$ cat config.mk
export PLATFORM = sky130hd
export DESIGN_NAME = controller
export DESIGN_NICKNAME = d
export VERILOG_FILES = /design/src/rtl/controller.sv
export SDC_FILE = /design/constraint.sdc
export NUM_CORES = 1
export LEC_CHECK = 0
export BUFFER_PORTS_ARGS = -buffer_cell sky130_fd_sc_hd__buf_2
export CORE_MARGIN = 1.5
export CORE_UTILIZATION = 48
export CTS_CLUSTER_DIAMETER = 80
export CTS_CLUSTER_SIZE = 16
export DETAILED_ROUTE_END_ITERATION = 8
export PLACE_DENSITY_LB_ADDON = 0.3
export SLEW_MARGIN = 5
export SYNTH_ARGS = -nofsm -noshare
export SYNTH_HDL_FRONTEND = slang
export SYNTH_SLANG_ARGS = --single-unit
$ cat constraint.sdc
create_clock -name clk -period 2.8 [get_ports clk]
set_clock_uncertainty 0.15 [all_clocks]
set_input_delay 0.56 -clock clk [delete_from_list [all_inputs] [get_ports clk]]
set_output_delay 0.56 -clock clk [all_outputs]
set_load 0.005 [all_outputs]
$ cat src/rtl/controller.sv
// Multicycle control FSM for the 16-bit CPU: fetches into an instruction register,
// sequences the datapath per state and owns the Z/N/C/F flag register.
module controller #(
  parameter int WIDTH = 16,
  parameter int IMM   = 8
) (
  input  logic             clk,
  input  logic             reset,
  input  logic [WIDTH-1:0] instr,
  input  logic             alu_z,
  input  logic             alu_n,
  input  logic             alu_c,
  input  logic             alu_f,
  output logic             wa_s,
  output logic             pc_s,
  output logic             alub_s,
  output logic             mem_s,
  output logic [1:0]       wd_s,
  output logic [1:0]       alua_s,
  output logic             pcen,
  output logic             regwrite,
  output logic             mem_we,
  output logic             signext_sign,
  output logic [3:0]       opcode,
  output logic [3:0]       opext,
  output logic [3:0]       rsrc_addr,
  output logic [3:0]       rdest_addr,
  output logic [IMM-1:0]   imm,
  output logic             illegal,
  output logic [2:0]       dbg_state
);

  typedef enum logic [2:0] {
    S_FETCH = 3'd0,
    S_LATCH = 3'd1,
    S_EXEC  = 3'd2,
    S_LDMEM = 3'd3,
    S_LDWB  = 3'd4
  } state_t;

  typedef struct packed {
    logic           wa_s;
    logic           pc_s;
    logic           alub_s;
    logic           mem_s;
    logic [1:0]     wd_s;
    logic [1:0]     alua_s;
    logic           pcen;
    logic           regwrite;
    logic           mem_we;
    logic           signext_sign;
    logic [3:0]     opcode;
    logic [3:0]     opext;
    logic [IMM-1:0] imm;
    logic           illegal;
  } ctrl_t;

  state_t           state_q, state_d;
  logic [WIDTH-1:0] ir_q, ir_d;
  logic [3:0]       flags_q, flags_d;  // {Z, N, C, F}
  ctrl_t            ctrl_q;

  function automatic logic cond_taken(input logic [3:0] cnd, input logic [3:0] fl);
    logic t;
    case (cnd)
      4'b0000: t = fl[3];
      4'b0001: t = !fl[3];
      4'b0010: t = fl[1];
      4'b0011: t = !fl[1];
      4'b0100: t = fl[0];
      4'b0101: t = !fl[0];
      4'b0110: t = fl[2];
      4'b0111: t = !fl[2];
      4'b1110: t = 1'b1;
      default: t = 1'b0;
    endcase
    return t;
  endfunction

  // Only ADD/SUB/CMP and their immediate forms update the flags.
  function automatic logic sets_flags(input logic [WIDTH-1:0] ir);
    logic [3:0] op, ext;
    op  = ir[15:12];
    ext = ir[7:4];
    return ((op == 4'b0000) && (ext == 4'b0101 || ext == 4'b1001 || ext == 4'b1011)) ||
           (op == 4'b0101 || op == 4'b1001 || op == 4'b1011);
  endfunction

  function automatic ctrl_t decode(input state_t st, input logic [WIDTH-1:0] ir,
                                   input logic [3:0] fl);
    ctrl_t      c;
    logic [3:0] op, ext, cnd;
    op  = ir[15:12];
    cnd = ir[11:8];
    ext = ir[7:4];
    c          = '0;
    c.wa_s     = 1'b1;
    c.wd_s     = 2'b11;
    c.imm      = IMM'(ir[7:0]);
    case (st)
      S_FETCH: ;
      S_LATCH: begin
        c.alua_s = 2'b01;
        c.alub_s = 1'b1;
        c.imm    = IMM'(1);
        c.opext  = 4'b0101;
        c.pcen   = 1'b1;
      end
      S_EXEC: begin
        case (op)
          4'b0000: begin
            case (ext)
              4'b0101, 4'b1001, 4'b1011, 4'b0001, 4'b0010, 4'b0011, 4'b1101: begin
                c.opext    = ext;
                c.regwrite = (ext != 4'b1011);
              end
              default: c.illegal = 1'b1;
            endcase
          end
          4'b0101, 4'b1001, 4'b1011, 4'b0001, 4'b0010, 4'b0011: begin
            c.alub_s       = 1'b1;
            c.opcode       = op;
            c.signext_sign = (op == 4'b0101 || op == 4'b1001 || op == 4'b1011);
            c.regwrite     = (op != 4'b1011);
          end
          4'b1101: begin
            c.alua_s   = 2'b10;
            c.alub_s   = 1'b1;
            c.opext    = 4'b0101;
            c.regwrite = 1'b1;
          end
          4'b1100: begin
            if (cond_taken(cnd, fl)) begin
              c.alua_s       = 2'b01;
              c.alub_s       = 1'b1;
              c.signext_sign = 1'b1;
              c.opext        = 4'b0101;
              c.pcen         = 1'b1;
            end
          end
          4'b0100: begin
            case (ext)
              4'b0000: ;
              4'b0100: begin
                c.mem_s  = 1'b1;
                c.mem_we = 1'b1;
              end
              4'b1100: begin
                if (cond_taken(cnd, fl)) begin
                  c.pc_s = 1'b1;
                  c.pcen = 1'b1;
                end
              end
              4'b1000: begin
                c.regwrite = 1'b1;
                c.wd_s     = 2'b01;
                c.pc_s     = 1'b1;
                c.pcen     = 1'b1;
              end
              default: c.illegal = 1'b1;
            endcase
          end
          default: c.illegal = 1'b1;
        endcase
      end
      S_LDMEM: c.mem_s = 1'b1;
      S_LDWB: begin
        c.mem_s    = 1'b1;
        c.wd_s     = 2'b00;
        c.regwrite = 1'b1;
      end
      default: ;
    endcase
    return c;
  endfunction

  always_comb begin
    state_d = state_q;
    ir_d    = ir_q;
    flags_d = flags_q;
    case (state_q)
      S_FETCH: state_d = S_LATCH;
      S_LATCH: begin
        ir_d    = instr;
        state_d = S_EXEC;
      end
      S_EXEC: begin
        state_d = (ir_q[15:12] == 4'b0100 && ir_q[7:4] == 4'b0000) ? S_LDMEM : S_FETCH;
        if (sets_flags(ir_q)) flags_d = {alu_z, alu_n, alu_c, alu_f};
      end
      S_LDMEM: state_d = S_LDWB;
      S_LDWB:  state_d = S_FETCH;
      default: state_d = S_FETCH;
    endcase
  end

  // Outputs are registered from the next state so they line up with the state they describe.
  always_ff @(posedge clk or posedge reset) begin
    if (reset) begin
      state_q <= S_FETCH;
      ir_q    <= '0;
      flags_q <= '0;
      ctrl_q  <= decode(S_FETCH, '0, '0);
    end else begin
      state_q <= state_d;
      ir_q    <= ir_d;
      flags_q <= flags_d;
      ctrl_q  <= decode(state_d, ir_d, flags_d);
    end
  end

  assign wa_s         = ctrl_q.wa_s;
  assign pc_s         = ctrl_q.pc_s;
  assign alub_s       = ctrl_q.alub_s;
  assign mem_s        = ctrl_q.mem_s;
  assign wd_s         = ctrl_q.wd_s;
  assign alua_s       = ctrl_q.alua_s;
  assign pcen         = ctrl_q.pcen;
  assign regwrite     = ctrl_q.regwrite;
  assign mem_we       = ctrl_q.mem_we;
  assign signext_sign = ctrl_q.signext_sign;
  assign opcode       = ctrl_q.opcode;
  assign opext        = ctrl_q.opext;
  assign imm          = ctrl_q.imm;
  assign illegal      = ctrl_q.illegal;
  assign rsrc_addr    = ir_q[3:0];
  assign rdest_addr   = ir_q[11:8];
  assign dbg_state    = state_q;

endmodule

==> flow_summary.yaml, run 1 <==
critical_path:
  timing.rr.start: "ir_q[5]$_DFF_PP0_"
  critPathRequiredTime_ns: 2.87
  crit_end_element: "flop"
  critPathKind: "reg2reg"
  critical_path.reg2reg.endpoint: "pc_s$_DFF_PP0_"
  kind_of_start_point_of_the_critical_path: "flop"
  worstRegToRegCells: 9
  critical_path_peak_fanout: 6
  ff2ff_setup_slack_ns: 0.1
  cp_data_arrival_time_ns: 2.77
floorplan:
  die_w_um: 76.0
  area_of_the_core_region_um2: 5110
  die-height_um: 76.0
  floorplan.die_area_um2: 5780
  num_io_pins: 62
  starting_utilization_of_the_core_area: 0.501
  rows: 26
detailed_routing:
  routed_via_count: 2126
  wirelength_mm: 5.84
  drtPass1Iterations: 4
  initial_drc_count: 150
  remaining_drc_errors: 0
  routed_via_density: 5.44
  drtAntennaViolNets: 0
  drt-wirelength-per-cell_um: 14.9
timing:
  min_period_ns: 2.70
  finalMaxSlewViolations: 0
  fin_crit_sh: 0.965
  rsz0062_at_grt: "true"
  timing.fmax_mhz: 370
  worst_max_slew_pin_slew_ns: 0.555
  final_hold_slack_ns: 0.141
  timing.slew.headroom: 0.630
  setup_violations: 0
  report.final.hold_viol_count: 0
clock_tree:
  max-clock-path-buffers: 2
  cts_max_level: 2
  cts.sink_count: 51
  clock_latency_ns: 0.31
  clkSlewWorstSetupHoldPaths_ns: 0.10
  cts-buffers-inserted: 5
  clk_root_buffer_cell: "sky130_fd_sc_hd__clkbuf_8"
  tritoncts: "done"
global_routing:
  antenna_found_initial: 0
  grt_pass1_vias: 2011
  global_route.overflow_total: 0
  tot_gr_track_use: 0.211
  grt_start_max_net_pins: 27
  grt_pass1_wl_mm: 9.72
placement:
  dpl.hpwl_mm: 4.51
  placement.cell_area_um2: 2980
  port-buffer-count: 60
  place_congestion: 0.932
logic_synthesis:
  synth_area_leaders: "sky130_fd_sc_hd__dfrtp_1, sky130_fd_sc_hd__nand2_1, sky130_fd_sc_hd__buf_4"
  synth.ff_latch_count: 51
  synthesized_netlist_cell_count: 250
  synth_most_common_cell: "sky130_fd_sc_hd__dfrtp_1"
  yosys.cell_types.count: 58
  synth.cell_area_um2: 2560
  post-synth-top-area-cell: "sky130_fd_sc_hd__dfrtp_1"
  ys_top_cells_by_count: "sky130_fd_sc_hd__dfrtp_1, sky130_fd_sc_hd__nand2_1, sky130_fd_sc_hd__nor2_1"
  synth_seq_area_share: 0.500
  postSynth.topFlopCell: "sky130_fd_sc_hd__dfrtp_1"
  async_flop_share: 1.00
  synth-edff-count: 0
  synthesis.area_per_instance_um2: 10.2
  synth_largest_type_area_fraction: 0.479
  synthesis.yosys.warnings: 0
  synth_nets: 272
finish:
  seq_area_um2: 1280
  final_net_count: 342
  post-route-cell-area_um2: 3110
  filler_cell_count: 442
  fraction_of_layout_cells_with_a_size_suffix_above_1: 0.368
  multi_input_comb_area_um2: 1100
  n_antenna_cell: 0
  area_delta_synth_final_pct: 21.6
power_and_ir_drop:
  p_sw_frac: 0.427
  power.combinational.fraction: 0.549
  intPower_w: 0.00211
  power.static_leakage_nw: 1.58
  peakVddDrop_mv: 0.635
  seqPwrFrac: 0.330
  power.clock.fraction: 0.121
  total_switching_power_w: 0.00158
  pwr_density_cell_nw_per_um2: 1190
flow_run:
  cap_violations: 0
status:
  status: "completed"
worst_hold_path:
  worst_hold_path_type: "in2async"
==> repair_timing <==
action / in CTS / in global routing
resized for setup: 1 / 4
buffers inserted: 0 / 2
hold buffers: 0 / 0
endpoints found under the setup margin: 1 / 5
hold endpoints to repair: 0 / 0
==> registers in the layout, indices dropped and copies added (netlist names) <==
| signal | cells |
|---|---|
| opcode | 4 |
| ir_q | 16 |
| wd_s | 2 |
| illegal | 1 |
| opext | 4 |
| dbg_state | 3 |
| imm | 8 |
| mem_s | 1 |
| alua_s | 2 |
| mem_we | 1 |
| pc_s | 1 |
| flags_q | 4 |
| pcen | 1 |
| signext_sign | 1 |
| alub_s | 1 |
| regwrite | 1 |
==> stage by stage <==
| stage | TNS, ns | std cells | power (W) | utilization | setup slack, ns |
|---|---|---|---|---|---|
| floorplan | 0 | 250 | 0.00256 | - | 0.146 |
| global placement | 0 | 381 | 0.00317 | 0.584 | 0.0578 |
| detailed placement | 0 | 381 | 0.00320 | 0.584 | 0.0259 |
| CTS | 0 | 389 | 0.00366 | 0.604 | 0.00715 |
| global route | -0.0239 | 391 | 0.00396 | 0.609 | -0.0177 |
| finish | 0 | 391 | 0.00369 | 0.609 | 0.0985 |
==> placed cells by master (no fill, tap or decap), types with 6 or more instances in the layout <==
master	n
sky130_fd_sc_hd__a21oi_1	12
sky130_fd_sc_hd__buf_2	60
sky130_fd_sc_hd__buf_4	20
sky130_fd_sc_hd__dfrtp_1	49
sky130_fd_sc_hd__inv_1	14
sky130_fd_sc_hd__mux2i_1	7
sky130_fd_sc_hd__nand2_1	33
sky130_fd_sc_hd__nand3_1	6
sky130_fd_sc_hd__nor2_1	22
sky130_fd_sc_hd__nor3_1	7
sky130_fd_sc_hd__o21ai_0	6
==> critical path, stage by stage (launching register included) <==
cell and delay, ns:
sky130_fd_sc_hd__dfrtp_1 0.43, sky130_fd_sc_hd__nor3b_1 0.23, sky130_fd_sc_hd__o2111ai_1 0.20, sky130_fd_sc_hd__a2111oi_4 0.35, sky130_fd_sc_hd__buf_4 0.19, sky130_fd_sc_hd__mux2_4 0.31
sky130_fd_sc_hd__mux2_4 0.32, sky130_fd_sc_hd__nand3_4 0.12, sky130_fd_sc_hd__inv_1 0.06, sky130_fd_sc_hd__a211oi_2 0.25
==> final cells by class <==
| type | instances | area share |
|---|---|---|
| clock inverters | 3 | 0.00925 |
| inverters | 16 | 0.0193 |
| well taps | 70 | 0.0282 |
| repair buffers | 82 | 0.158 |
| clock buffers | 5 | 0.0221 |
| flip-flops and latches | 51 | 0.411 |
| multi-input cells | 164 | 0.352 |
==> per-layer routing <==
| metal | up-vias | track usage | routed length [um] |
|---|---|---|---|
| met5 | - | 0 | 0 |
| met4 | 0 | 0.0574 | 76 |
| met3 | 11 | 0.0443 | 309 |
| met2 | 80 | 0.351 | 2850 |
| met1 | 1028 | 0.282 | 2600 |
| li1 | 1007 | - | - |
==> cells by family after synthesis <==
logic type	count (synthesis)	share of synthesized area
flip-flops	51	0.500
AND/OR/NAND/NOR	106	0.228
other	1	0.00147
buffers and inverters	35	0.0773
AO/OA/AOI/OAI	43	0.134
multiplexers	14	0.0602
==> how the worst max path moves through the flow <==
stage / startpoint / endpoint / slack (ns) / depth (start not counted)
2_1_floorplan: ir_q[13]$_DFF_PP0_ / alub_s$_DFF_PP0_ / 0.15 / 8
3_3_place_gp: ir_q[13]$_DFF_PP0_ / pc_s$_DFF_PP0_ / 0.06 / 9
3_5_place_dp: ir_q[13]$_DFF_PP0_ / pc_s$_DFF_PP0_ / 0.03 / 9
4_1_cts: ir_q[13]$_DFF_PP0_ / pc_s$_DFF_PP0_ / 0.007 / 9
5_1_grt: ir_q[13]$_DFF_PP0_ / pc_s$_DFF_PP0_ / -0.02 / 9
6_report: ir_q[5]$_DFF_PP0_ / pc_s$_DFF_PP0_ / 0.1 / 9
==> power by group through the flow <==
| stage | clock (W) | sequential, W | combinational (W) |
|---|---|---|---|
| 2_1_floorplan | 0 | 0.00119 | 0.00136 |
| 3_3_place_gp | 0 | 0.00122 | 0.00195 |
| 3_5_place_dp | 0 | 0.00122 | 0.00198 |
| 4_1_cts | 0.000456 | 0.00122 | 0.00199 |
| 5_1_grt | 0.000487 | 0.00126 | 0.00222 |
| 6_report | 0.000446 | 0.00122 | 0.00203 |
No activity file was read; power rests on OpenSTA's default activity.
==> run 2: changes to the inputs <==
- CELL_PAD_IN_SITES_DETAIL_PLACEMENT: unset -> 0
- CELL_PAD_IN_SITES_GLOBAL_PLACEMENT: unset -> 1
- CORE_UTILIZATION: 48 -> 37
==> flow_summary.yaml, run 2 (same netlist as run 1, synthesis figures left out) <==
status:
  status: "completed"
finish:
  fraction_of_layout_cells_with_a_size_suffix_above_1: 0.382
  layoutNonFillerInstCount: 405
  fin_util: 0.471
  layout.cells.most_common: "sky130_fd_sc_hd__buf_2"
  n_antenna_cell: 0
  largest_register_ff_count: 16
  final_cell_mix: "sky130_fd_sc_hd__buf_2, sky130_fd_sc_hd__dfrtp_1, sky130_fd_sc_hd__nand2_1"
  final_net_count: 346
  regMostFlops: "ir_q"
  post-route-cell-area_um2: 3180
  area_delta_synth_final_pct: 24.4
timing:
  setup_violations: 0
  setup_tns_ns: 0
  worst_max_slew_pin_slew_ns: 0.616
  min_period_ns: 2.66
  fin_crit_sh: 0.950
  timing.slew.headroom: 0.579
  report.final.hold_viol_count: 0
  rsz0062_at_grt: "false"
  finalMaxSlewViolations: 0
  timing.fmax_mhz: 376
  final_critical_path_setup_slack_ns: 0.141
placement:
  dpl.cell_count: 394
  dpl.hpwl_mm: 4.61
  placement.setup.worst_slack_ns: 0.0438
  placement.cell_area_um2: 3010
  place_congestion: 0.862
  port-buffer-count: 60
detailed_routing:
  drt-wirelength-per-cell_um: 15.7
  wirelength_mm: 6.34
  routed_via_density: 5.13
  remaining_drc_errors: 0
  routed_via_count: 2076
  initial_drc_count: 83
  drtAntennaViolNets: 0
  drtPass1Iterations: 4
critical_path:
  kind_of_start_point_of_the_critical_path: "flop"
  critPathRequiredTime_ns: 2.84
  crit_end_element: "flop"
  critical_path_peak_fanout: 6
  cp_data_arrival_time_ns: 2.70
  critPathKind: "reg2reg"
power_and_ir_drop:
  pwr_density_cell_nw_per_um2: 1210
  power.static_leakage_nw: 1.60
  peakVddDrop_mv: 0.356
clock_tree:
  tritoncts: "done"
  clock_latency_ns: 0.31
  cts-buffers-inserted: 5
  clkSlewWorstSetupHoldPaths_ns: 0.10
  cts_max_level: 2
  cts.sink_count: 51
  max-clock-path-buffers: 2
  clk_root_buffer_cell: "sky130_fd_sc_hd__clkbuf_8"
  cts_hold_buffers: 0
flow_run:
  cap_violations: 0
global_routing:
  antenna_found_initial: 0
  tot_gr_track_use: 0.175
  grt_pass1_wl_mm: 10.0
  grt_pass1_vias: 2014
  grt_start_max_net_pins: 52
  global_route.overflow_total: 0
floorplan:
  die_w_um: 86.1
  num_io_pins: 62
  floorplan.die_area_um2: 7420
  area_of_the_core_region_um2: 6760
  starting_utilization_of_the_core_area: 0.379
  rows: 30
  die-height_um: 86.1
worst_hold_path:
  worst_hold_path_type: "in2async"
==> run 2: cell types whose count changed in the layout (fill, tap and decap cells not counted), sizes merged <==
cell and change:
inv +1, clkinv -1, buf +3, clkbuf +1
==> run 2: where the power goes <==
| part | leakage, nW | internal [W] | switching, W |
|---|---|---|---|
| logic | 0.909 | 0.000986 | 0.00119 |
| clock network | 0.0491 | 0.000184 | 0.000263 |
| registers | 0.643 | 0.00103 | 0.000189 |
==> run 2: what timing repair did <==
item / CTS / global route
setup buffers: 0 / 2
gates resized for setup: 0 / 10
endpoints found under the setup margin: 0 / 7
==> run 2: final cells by class <==
type / count / area, um^2
Tap cell: 80 / 100
Timing Repair Buffer: 86 / 526
Multi-Input combinational cell: 164 / 1120
Clock inverter: 3 / 26.3
Clock buffer: 5 / 68.8
Sequential cell: 51 / 1280
Inverter: 16 / 60.1
Fill cell: 668 / 3570
==> run 2: worst paths after layout <==
path	from	slack (ns)	end	cells past startpoint
max in group asynchronous	reset	1.80	opext[1]$_DFF_PP0_	3
hold / removal	reset	0.25	alua_s[1]$_DFF_PP0_	3
setup / recovery	ir_q[13]$_DFF_PP0_	0.14	alub_s$_DFF_PP0_	9
hold reg to reg	ir_q[1]$_DFF_PP0_	0.35	ir_q[1]$_DFF_PP0_	2
setup reg to reg	ir_q[13]$_DFF_PP0_	0.14	alub_s$_DFF_PP0_	9
min in group clk	instr[3]	0.30	ir_q[3]$_DFF_PP0_	3
==> run 2: worst max-delay path: stages (launching register included) <==
cell                        delay [ns]
sky130_fd_sc_hd__dfrtp_1          0.45
sky130_fd_sc_hd__nor3_4           0.24
sky130_fd_sc_hd__o2111ai_2        0.15
sky130_fd_sc_hd__a2111oi_4        0.40
sky130_fd_sc_hd__buf_4            0.18
sky130_fd_sc_hd__mux2_4           0.30
sky130_fd_sc_hd__mux2_4           0.22
sky130_fd_sc_hd__nand3_4          0.12
sky130_fd_sc_hd__a221oi_2         0.27
sky130_fd_sc_hd__nor4_2           0.05
==> run 2: routing by layer <==
metal  part of all wire  global-route usage
met5                  0                   0
met2               0.49               0.296
met4              0.019              0.0528
met1               0.46               0.227
met3              0.033              0.0356
==> run 2: per-stage QoR <==
step           total power [W]  hold slack, ns
6_report               0.00385           0.254
3_3_place_gp           0.00326           0.325
2_1_floorplan          0.00256           0.315
5_1_grt                0.00417           0.298
4_1_cts                0.00373           0.276
3_5_place_dp           0.00327           0.328
